File: src/rtl/score_hex_controller.sv
// Binary score to six-digit active-low 7-seg display, serial shift-add-3 BCD.
// Optional LEADING_ZERO_BLANK_EN blanks digits above the most significant non-zero.
module score_hex_controller #(
    parameter int WIDTH     = 20,
    parameter int MAX_SCORE = 999999
) (
    input  logic             clk,
    input  logic             reset_n,
    input  logic [WIDTH-1:0] score,
    input  logic             load,
    output logic             busy,
    output logic             done,
    output logic [6:0]       HEX0,
    output logic [6:0]       HEX1,
    output logic [6:0]       HEX2,
    output logic [6:0]       HEX3,
    output logic [6:0]       HEX4,
    output logic [6:0]       HEX5
);

    localparam int CW = $clog2(WIDTH + 1);
    localparam logic [6:0] SEG_ZERO  = 7'b1000000;
    localparam logic [6:0] SEG_BLANK = 7'b1111111;
`ifdef LEADING_ZERO_BLANK_EN
    localparam logic [6:0] HI_RST = SEG_BLANK;
`else
    localparam logic [6:0] HI_RST = SEG_ZERO;
`endif

    typedef enum logic [1:0] {IDLE, CONVERT, UPDATE} state_t;

    state_t           state;
    state_t           state_nxt;
    logic [WIDTH-1:0] bin;
    logic [WIDTH-1:0] pend_val;
    logic             pending;
    logic [23:0]      bcd;
    logic [23:0]      bcd_adj;
    logic [CW-1:0]    cnt;
    logic [41:0]      hex_nxt;
    logic             lead;

    function automatic logic [WIDTH-1:0] clamp(input logic [WIDTH-1:0] v);
        return (v > WIDTH'(MAX_SCORE)) ? WIDTH'(MAX_SCORE) : v;
    endfunction

    function automatic logic [6:0] seg(input logic [3:0] d);
        case (d)
            4'd0:    return 7'b1000000;
            4'd1:    return 7'b1111001;
            4'd2:    return 7'b0100100;
            4'd3:    return 7'b0110000;
            4'd4:    return 7'b0011001;
            4'd5:    return 7'b0010010;
            4'd6:    return 7'b0000010;
            4'd7:    return 7'b1111000;
            4'd8:    return 7'b0000000;
            4'd9:    return 7'b0010000;
            default: return SEG_BLANK;
        endcase
    endfunction

    assign busy = (state != IDLE);

    // Add 3 to every BCD nibble that is 5 or more before the next shift.
    always_comb begin
        bcd_adj = bcd;
        for (int i = 0; i < 6; i++) begin
            if (bcd[4*i +: 4] >= 4'd5)
                bcd_adj[4*i +: 4] = bcd[4*i +: 4] + 4'd3;
        end
    end

    // Encode the finished BCD digits, optionally blanking leading zeros.
    always_comb begin
        hex_nxt = '0;
        lead    = 1'b1;
        for (int i = 5; i >= 0; i--) begin
            hex_nxt[7*i +: 7] = seg(bcd[4*i +: 4]);
`ifdef LEADING_ZERO_BLANK_EN
            if (lead && i > 0 && bcd[4*i +: 4] == 4'd0)
                hex_nxt[7*i +: 7] = SEG_BLANK;
            else
                lead = 1'b0;
`else
            lead = 1'b0;
`endif
        end
    end

    // State register.
    always_ff @(posedge clk or negedge reset_n) begin
        if (!reset_n) state <= IDLE;
        else          state <= state_nxt;
    end

    // Next-state: a load during UPDATE or a pending value restarts at once.
    always_comb begin
        state_nxt = state;
        case (state)
            IDLE:    if (load) state_nxt = CONVERT;
            CONVERT: if (cnt == CW'(WIDTH - 1)) state_nxt = UPDATE;
            UPDATE:  state_nxt = (load || pending) ? CONVERT : IDLE;
            default: state_nxt = IDLE;
        endcase
    end

    // Conversion datapath, pending capture and display registers.
    always_ff @(posedge clk or negedge reset_n) begin
        if (!reset_n) begin
            bin      <= '0;
            bcd      <= '0;
            cnt      <= '0;
            pending  <= 1'b0;
            pend_val <= '0;
            done     <= 1'b0;
            HEX0     <= SEG_ZERO;
            {HEX5, HEX4, HEX3, HEX2, HEX1} <= {5{HI_RST}};
        end else begin
            done <= 1'b0;
            case (state)
                IDLE: begin
                    if (load) begin
                        bin <= clamp(score);
                        bcd <= '0;
                        cnt <= '0;
                    end
                end
                CONVERT: begin
                    {bcd, bin} <= {bcd_adj[22:0], bin, 1'b0};
                    cnt        <= cnt + 1'b1;
                    if (load) begin
                        pending  <= 1'b1;
                        pend_val <= score;
                    end
                end
                UPDATE: begin
                    {HEX5, HEX4, HEX3, HEX2, HEX1, HEX0} <= hex_nxt;
                    done    <= 1'b1;
                    bin     <= load ? clamp(score) : clamp(pend_val);
                    bcd     <= '0;
                    cnt     <= '0;
                    pending <= 1'b0;
                end
                default: ;
            endcase
        end
    end

endmodule

File: config.mk
export PLATFORM = sky130hd
export DESIGN_NAME = score_hex_controller
export DESIGN_NICKNAME = d
export VERILOG_FILES = /design/src/rtl/score_hex_controller.sv
export SDC_FILE = /design/constraint.sdc
export NUM_CORES = 1
export LEC_CHECK = 0
export ABC_AREA = 0
export BUFFER_PORTS_ARGS = -buffer_cell sky130_fd_sc_hd__buf_2
export CAP_MARGIN = 20
export CELL_PAD_IN_SITES_DETAIL_PLACEMENT = 1
export CELL_PAD_IN_SITES_GLOBAL_PLACEMENT = 1
export CORE_MARGIN = 2
export CORE_UTILIZATION = 50
export DETAILED_ROUTE_END_ITERATION = 8
export PLACE_DENSITY = 0.94
export SLEW_MARGIN = 5
export SYNTH_ARGS = -nofsm -noshare
export SYNTH_HDL_FRONTEND = slang
export SYNTH_SLANG_ARGS = --single-unit
File: constraint.sdc
create_clock -name clk -period 4.4 [get_ports clk]
set_clock_uncertainty 0.15 [all_clocks]
set_input_delay 0.44 -clock clk [delete_from_list [all_inputs] [get_ports clk]]
set_output_delay 0.44 -clock clk [all_outputs]
set_load 0.1 [all_outputs]
Yosys cells after proc, flatten, opt, wreduce, memory -nomap -nowiden
Memories as Yosys holds them, arrays and structs flattened. A register that Yosys moved wholly into a read port is not among the register bits.
Index checks and enable logic that the tools add are counted.
- flip-flop bits (word level): 73
- ROM bits: 672
- logic and storage cells: 71
- memories: 6
- add/subtract/negate cells: 7
- order comparisons: 8
- eq/ne operators: 6
- multiplexer cells: 22
- reduce and logical (&&, ||, !) cells: 15
- memories (name ; depth ; width ; read ports ; clocked after Yosys merged registers in ; write ports ; RTL line ; RTL):
    (name not given) ; 16 ; 7 ; 1 ; 1 ; 0 ; 48 ; case (d)
    (name not given) ; 16 ; 7 ; 1 ; 1 ; 0 ; 48 ;
    (name not given) ; 16 ; 7 ; 1 ; 1 ; 0 ; 48 ;
    (name not given) ; 16 ; 7 ; 1 ; 1 ; 0 ; 48 ;
    (name not given) ; 16 ; 7 ; 1 ; 1 ; 0 ; 48 ;
    (name not given) ; 16 ; 7 ; 1 ; 1 ; 0 ; 48 ;
- operators with widths (kind ; number):
    $mux W20 ; 4
    $pmux W24 S3 ; 1
    $pmux W20 S3 ; 1
    $gt A20 B20 Y1 const B ; 2
    $ge A4 B3 Y1 const B ; 6
    $mux W24 ; 1
    $add A4 B2 Y4 const B ; 5
    $mux W4 ; 5
    $pmux W5 S3 ; 1
    $reduce_and A2 Y1 ; 4
    $logic_not A1 Y1 ; 6
    $ne A2 B2 Y1 const B ; 3
    $pmux W2 S3 ; 1
    $add A5 B1 Y5 const B ; 1
    $eq A5 B5 Y1 const B ; 1
    $mux W5 ; 1
    $mux W2 ; 2
    $reduce_bool A2 Y1 ; 2
    $add A3 B2 Y3 const B ; 1
    $mux W1 ; 3
    $mux W3 ; 1
    $reduce_bool A3 Y1 ; 1
    $eq A2 B1 Y1 const B ; 1
    $eq A2 B2 Y1 const B ; 1
    other kinds (3) ; 3

Depth between registers and ports, before layout
- depth in word-level cells: 4
- mapped depth: 8
- depth with buffers taken out: 6

Worst setup path after synthesis
No wires, ideal clock.
- kind: register -> register
- from: register state[0]
- to: register state[0]
- data arrival time: 1.849 ns
- data required time: 4.167 ns
- path slack: 2.318 ns
- cell stages (with the launch flop): 7
- buffers on the path: 0
- clock period less this slack: 2.082 ns
- path through: dfrtp_1 -> inv_1 -> ha_1 -> inv_1 -> a21oi_1 -> or4_1 -> o21ai_0
- word-level cells in the longest chain between the ends: 3
- ends and longest elaborated chain (what ; RTL line ; RTL):
    start: declaration ; 32 ; state_t state;
    start signal: assignment ; 94 ; else state <= state_nxt;
    $eq A2 B1 Y1 / $logic_not A2 Y1 (equally long branches) ; 100 ; case (state)
    $ne A2 B2 Y1 (no source line) ; n/a ;
    $reduce_and A2 Y1 (no source line) ; n/a ;
Several ways; a longest one is shown, not always the timed one.
A chain may end at the register's enable or synchronous reset.

Final worst setup path
- from: register state[1]
- to: register bcd[19]
- word-level cells in the longest chain between the ends: 3
- ends and longest elaborated chain (what ; RTL line ; RTL):
    $eq A2 B1 Y1, or another cell as far along ; 121 ; case (state)
    $reduce_bool A3 Y1 (no source line) / $ne A2 B2 Y1 (equally long branches) ; n/a ;
    $reduce_and A2 Y1 (no source line) ; n/a ;
    end signal: assignment ; 130 ; {bcd, bin} <= {bcd_adj[22:0], bin, 1'b0};
    end: declaration ; 37 ; logic [23:0] bcd;
Several ways; a longest one is shown, not always the timed one.

==> summary.txt <==
status: finished, final reports clean
vias per cell: 6.02
Synth warnings: 0
Max Clk Rate: 327 MHz
crit path cell chain: inv_1 > ha_1 > nor2b_2 > nor2_4 > nand2_2 > o32ai_1
critical path startpoint category: flop
clock latency on the worst-skew pair: 0.42 ns
Antenna Nets Post-Route: 0
vias in the first global route: 5781
via count: 5431
relative slew slack: 26.6%
worst setup path endpoint: bcd[19]$_DFFE_PN0P_
WL/cell: 19.1 um
worst slew pin tran: 1.10 ns
TritonCTS clock tree: yes
number of enable flip-flop cells after synthesis: 0
fraction of registers with async set/reset: 100%
NumNets Final: 775
Crit Path Class: flop to flop
Max stage delay on crit path: 0.86 ns
Max VDD drop: 0.000456 V
Synth Area per Inst: 9.81 um^2
Sink Count: 115
Final min period: 3.05 ns
Die W: 118 um
Tcrit/Tclk final: 69.4%
Tot GR Track Use: 25.4%
Pleak: 3.35 nW
RR Endpoint: bcd[19]$_DFFE_PN0P_
io pins: 67
clock tree buffer depth: 2
largest net degree at the start of global routing: 65
final instance count without filler cells: 902
worst min-delay path class: input port to flop
highest-delay cell along the critical path: nor2_4
setup TNS: 0 ns
Crit path max-delay family: simple AND/OR/NAND/NOR gates
Syn Nets: 726
DRT iter0 DRCs: 372
Reg2Reg Launch Point: state[1]$_DFFE_PN0P_
synthesized instance count: 668
Post-DP HPWL: 11.6 mm
# DRC: 0
reg2reg setup slack: 1.35 ns
Detailed Route WL: 17.2 mm
Post-Syn Area: 6550 um^2
Crit. path cell count: 6
share of layout cells above drive strength 1: 21.8%
met3 wire length: 589 um
Hold Vio Cnt, Final: 0
H-tree depth: 4
fill count: 1436
power density cells: 689 nW/um^2
Die Span Y: 118 um
clock buffer count from CTS: 17
Port-buffer cells: 66
diodes inserted: 0
total grt overflow: 0
final max-slew violation count: 0
TritonRoute pass-1 iters: 4
CP endpoint kind: flop
Crit. Startpoint: state[1]$_DFFE_PN0P_
Setup-failing EPs final: 0
WP data arrival: 3.21 ns
dpl cells: 869
antenna violations before repair: 0
starting utilization of the core area: 51.5%
Yosys cell types: 69
Seq/Total Area, Yosys: 44.0%
core area: 12700 um^2
R2R cell count: 6
Seq cells post-synth: 115
P&R area growth vs syn: 14.6%
hold_buf cts: 1
wire length on met2: 8.97 mm
largest fanout on the critical path: 44
postcts setup bufs: 0
Max Cap Violations: 0
# resized after CTS: 0
Rows: 41
Metal-1 WL: 7.40 mm
top_reg_cell synth: dfrtp_1
RSZ-0062 raised after global routing: no
Reg clk slew, reported paths: 0.05 ns
first-pass GRT wire length: 28.7 mm
Buf+Inv Stages, Crit Path: 1
Root Buffer: clkbuf_16
max layer used: met4
Worst EP required: 4.56 ns
die area: 14000 um^2
GP Congestion: 0.837
## layer usage
metal  vias up  track usage [%]
met4         0             9.52
met3        23             5.02
met2       121             44.4
li1       2518                -
met5         -                0
met1      2769             30.9
## final cells by class
type	instances	area (um^2)	area share (%)
timing repair buffer	71	373	4.97
clock buffer	22	474	6.32
tap	172	215	2.87
multi-input combinational	452	3200	42.7
sequential	115	2890	38.4
inverter	60	225	3.00
clock inverter	10	130	1.73
## logic make-up (layout without fill, tap and decap cells)
| group | after synthesis | count (layout) | synth area share [%] |
|---|---|---|---|
| buffers and inverters | 101 | 163 | 7.09 |
| muxes | 36 | 36 | 6.07 |
| and+or+nand+nor | 139 | 139 | 10.5 |
| adders and majority gates | 35 | 35 | 6.69 |
| xor gates and xnor gates | 10 | 10 | 1.34 |
| DFF | 115 | 115 | 44.0 |
| AOI/OAI and AO/OA | 232 | 232 | 24.2 |
## layout by cell type (no fill, tap or decap), types with 6 or more instances in the layout
master | Yosys | layout
dfrtp_1 | 109 | 109
buf_2 | 13 | 65
inv_1 | 60 | 60
o21ai_0 | 56 | 56
a21oi_1 | 50 | 50
nand2_1 | 44 | 44
nor2_1 | 41 | 41
ha_1 | 35 | 34
mux2_2 | 30 | 30
o22ai_1 | 17 | 17
o211ai_1 | 17 | 17
clkbuf_16 | 0 | 17
a221oi_1 | 13 | 13
xnor2_1 | 10 | 10
nand2b_1 | 10 | 10
o31ai_1 | 10 | 10
a211oi_1 | 10 | 10
nand3_1 | 8 | 8
nor2b_1 | 7 | 7
a21o_1 | 7 | 7
a22o_1 | 7 | 7
a22oi_1 | 7 | 7
dfstp_2 | 6 | 6
nor3_1 | 6 | 6
mux2i_1 | 6 | 6
a221oi_2 | 6 | 6
## Yosys cell counts (2+ instances only)
library cell | n | area, um^2
o31ai_1 | 10 | 75.1
dfrtp_1 | 109 | 2730
nand2b_1 | 10 | 62.6
o221ai_1 | 5 | 43.8
buf_2 | 13 | 65.1
nor2b_1 | 7 | 43.8
nor3_1 | 6 | 30.0
a32o_1 | 2 | 20.0
clkbuf_8 | 5 | 68.8
o32ai_1 | 2 | 17.5
clkbuf_1 | 20 | 75.1
a31oi_1 | 2 | 12.5
nand3_1 | 8 | 40.0
a211oi_1 | 10 | 75.1
o21ba_2 | 2 | 20.0
a221oi_2 | 6 | 90.1
o21ai_0 | 56 | 280
xnor2_1 | 10 | 87.6
nand2_1 | 44 | 165
nor2_1 | 41 | 154
a21o_1 | 7 | 52.6
o22ai_1 | 17 | 106
nor4_1 | 4 | 25.0
dfstp_2 | 6 | 158
a21oi_1 | 50 | 250
nand4_1 | 2 | 12.5
inv_1 | 60 | 225
a22oi_1 | 7 | 52.6
mux2i_1 | 6 | 60.1
a221oi_1 | 13 | 114
mux2_2 | 30 | 338
a22o_1 | 7 | 61.3
o211ai_1 | 17 | 128
a222oi_1 | 4 | 40.0
nor3b_1 | 2 | 15.0
ha_1 | 35 | 438
## sequential cells by signal, indices dropped and copies added, names as in the netlist, 5 cells and up
register,flops
pend_val,20
HEX5,7
HEX0,7
bcd,24
cnt,5
HEX4,7
HEX2,7
bin,20
HEX3,7
HEX1,7
## through the flow
step	utilization, %	power (W)	hold slack, ns	instance area, um^2	setup WS [ns]
after CTS	59.0	0.00519	0.108	7510	1.41
after detailed placement	54.2	0.00374	0.226	6890	1.45
after floorplan	-	0.00332	-0.00559	6550	2.32
final	59.0	0.00517	0.128	7510	1.35
after global placement	54.2	0.00362	0.223	6890	1.63
after global routing	59.0	0.00545	0.130	7510	1.15
## where the power goes
part	total [W]	internal [W]	switching, W
clock network	0.00141	0.000929	0.000482
registers	0.00163	0.00138	0.000252
logic	0.00213	0.000616	0.00151
total	0.00517	0.00292	0.00225
## worst min path at each step
stage | start | end | slack [ns] | cells past startpoint
6_report | score[4] | pend_val[4]$_DFFE_PN0P_ | 0.13 | 2
3_5_place_dp | reset_n | HEX4[3]$_DFFE_PN0P_ | 0.23 | 1
2_1_floorplan | reset_n | HEX0[0]$_DFFE_PN0P_ | -0.006 | 0
5_1_grt | score[3] | pend_val[3]$_DFFE_PN0P_ | 0.13 | 2
4_1_cts | score[4] | pend_val[4]$_DFFE_PN0P_ | 0.11 | 2
3_3_place_gp | reset_n | bcd[16]$_DFFE_PN0P_ | 0.22 | 1
(Power assumes the default switching activity.)
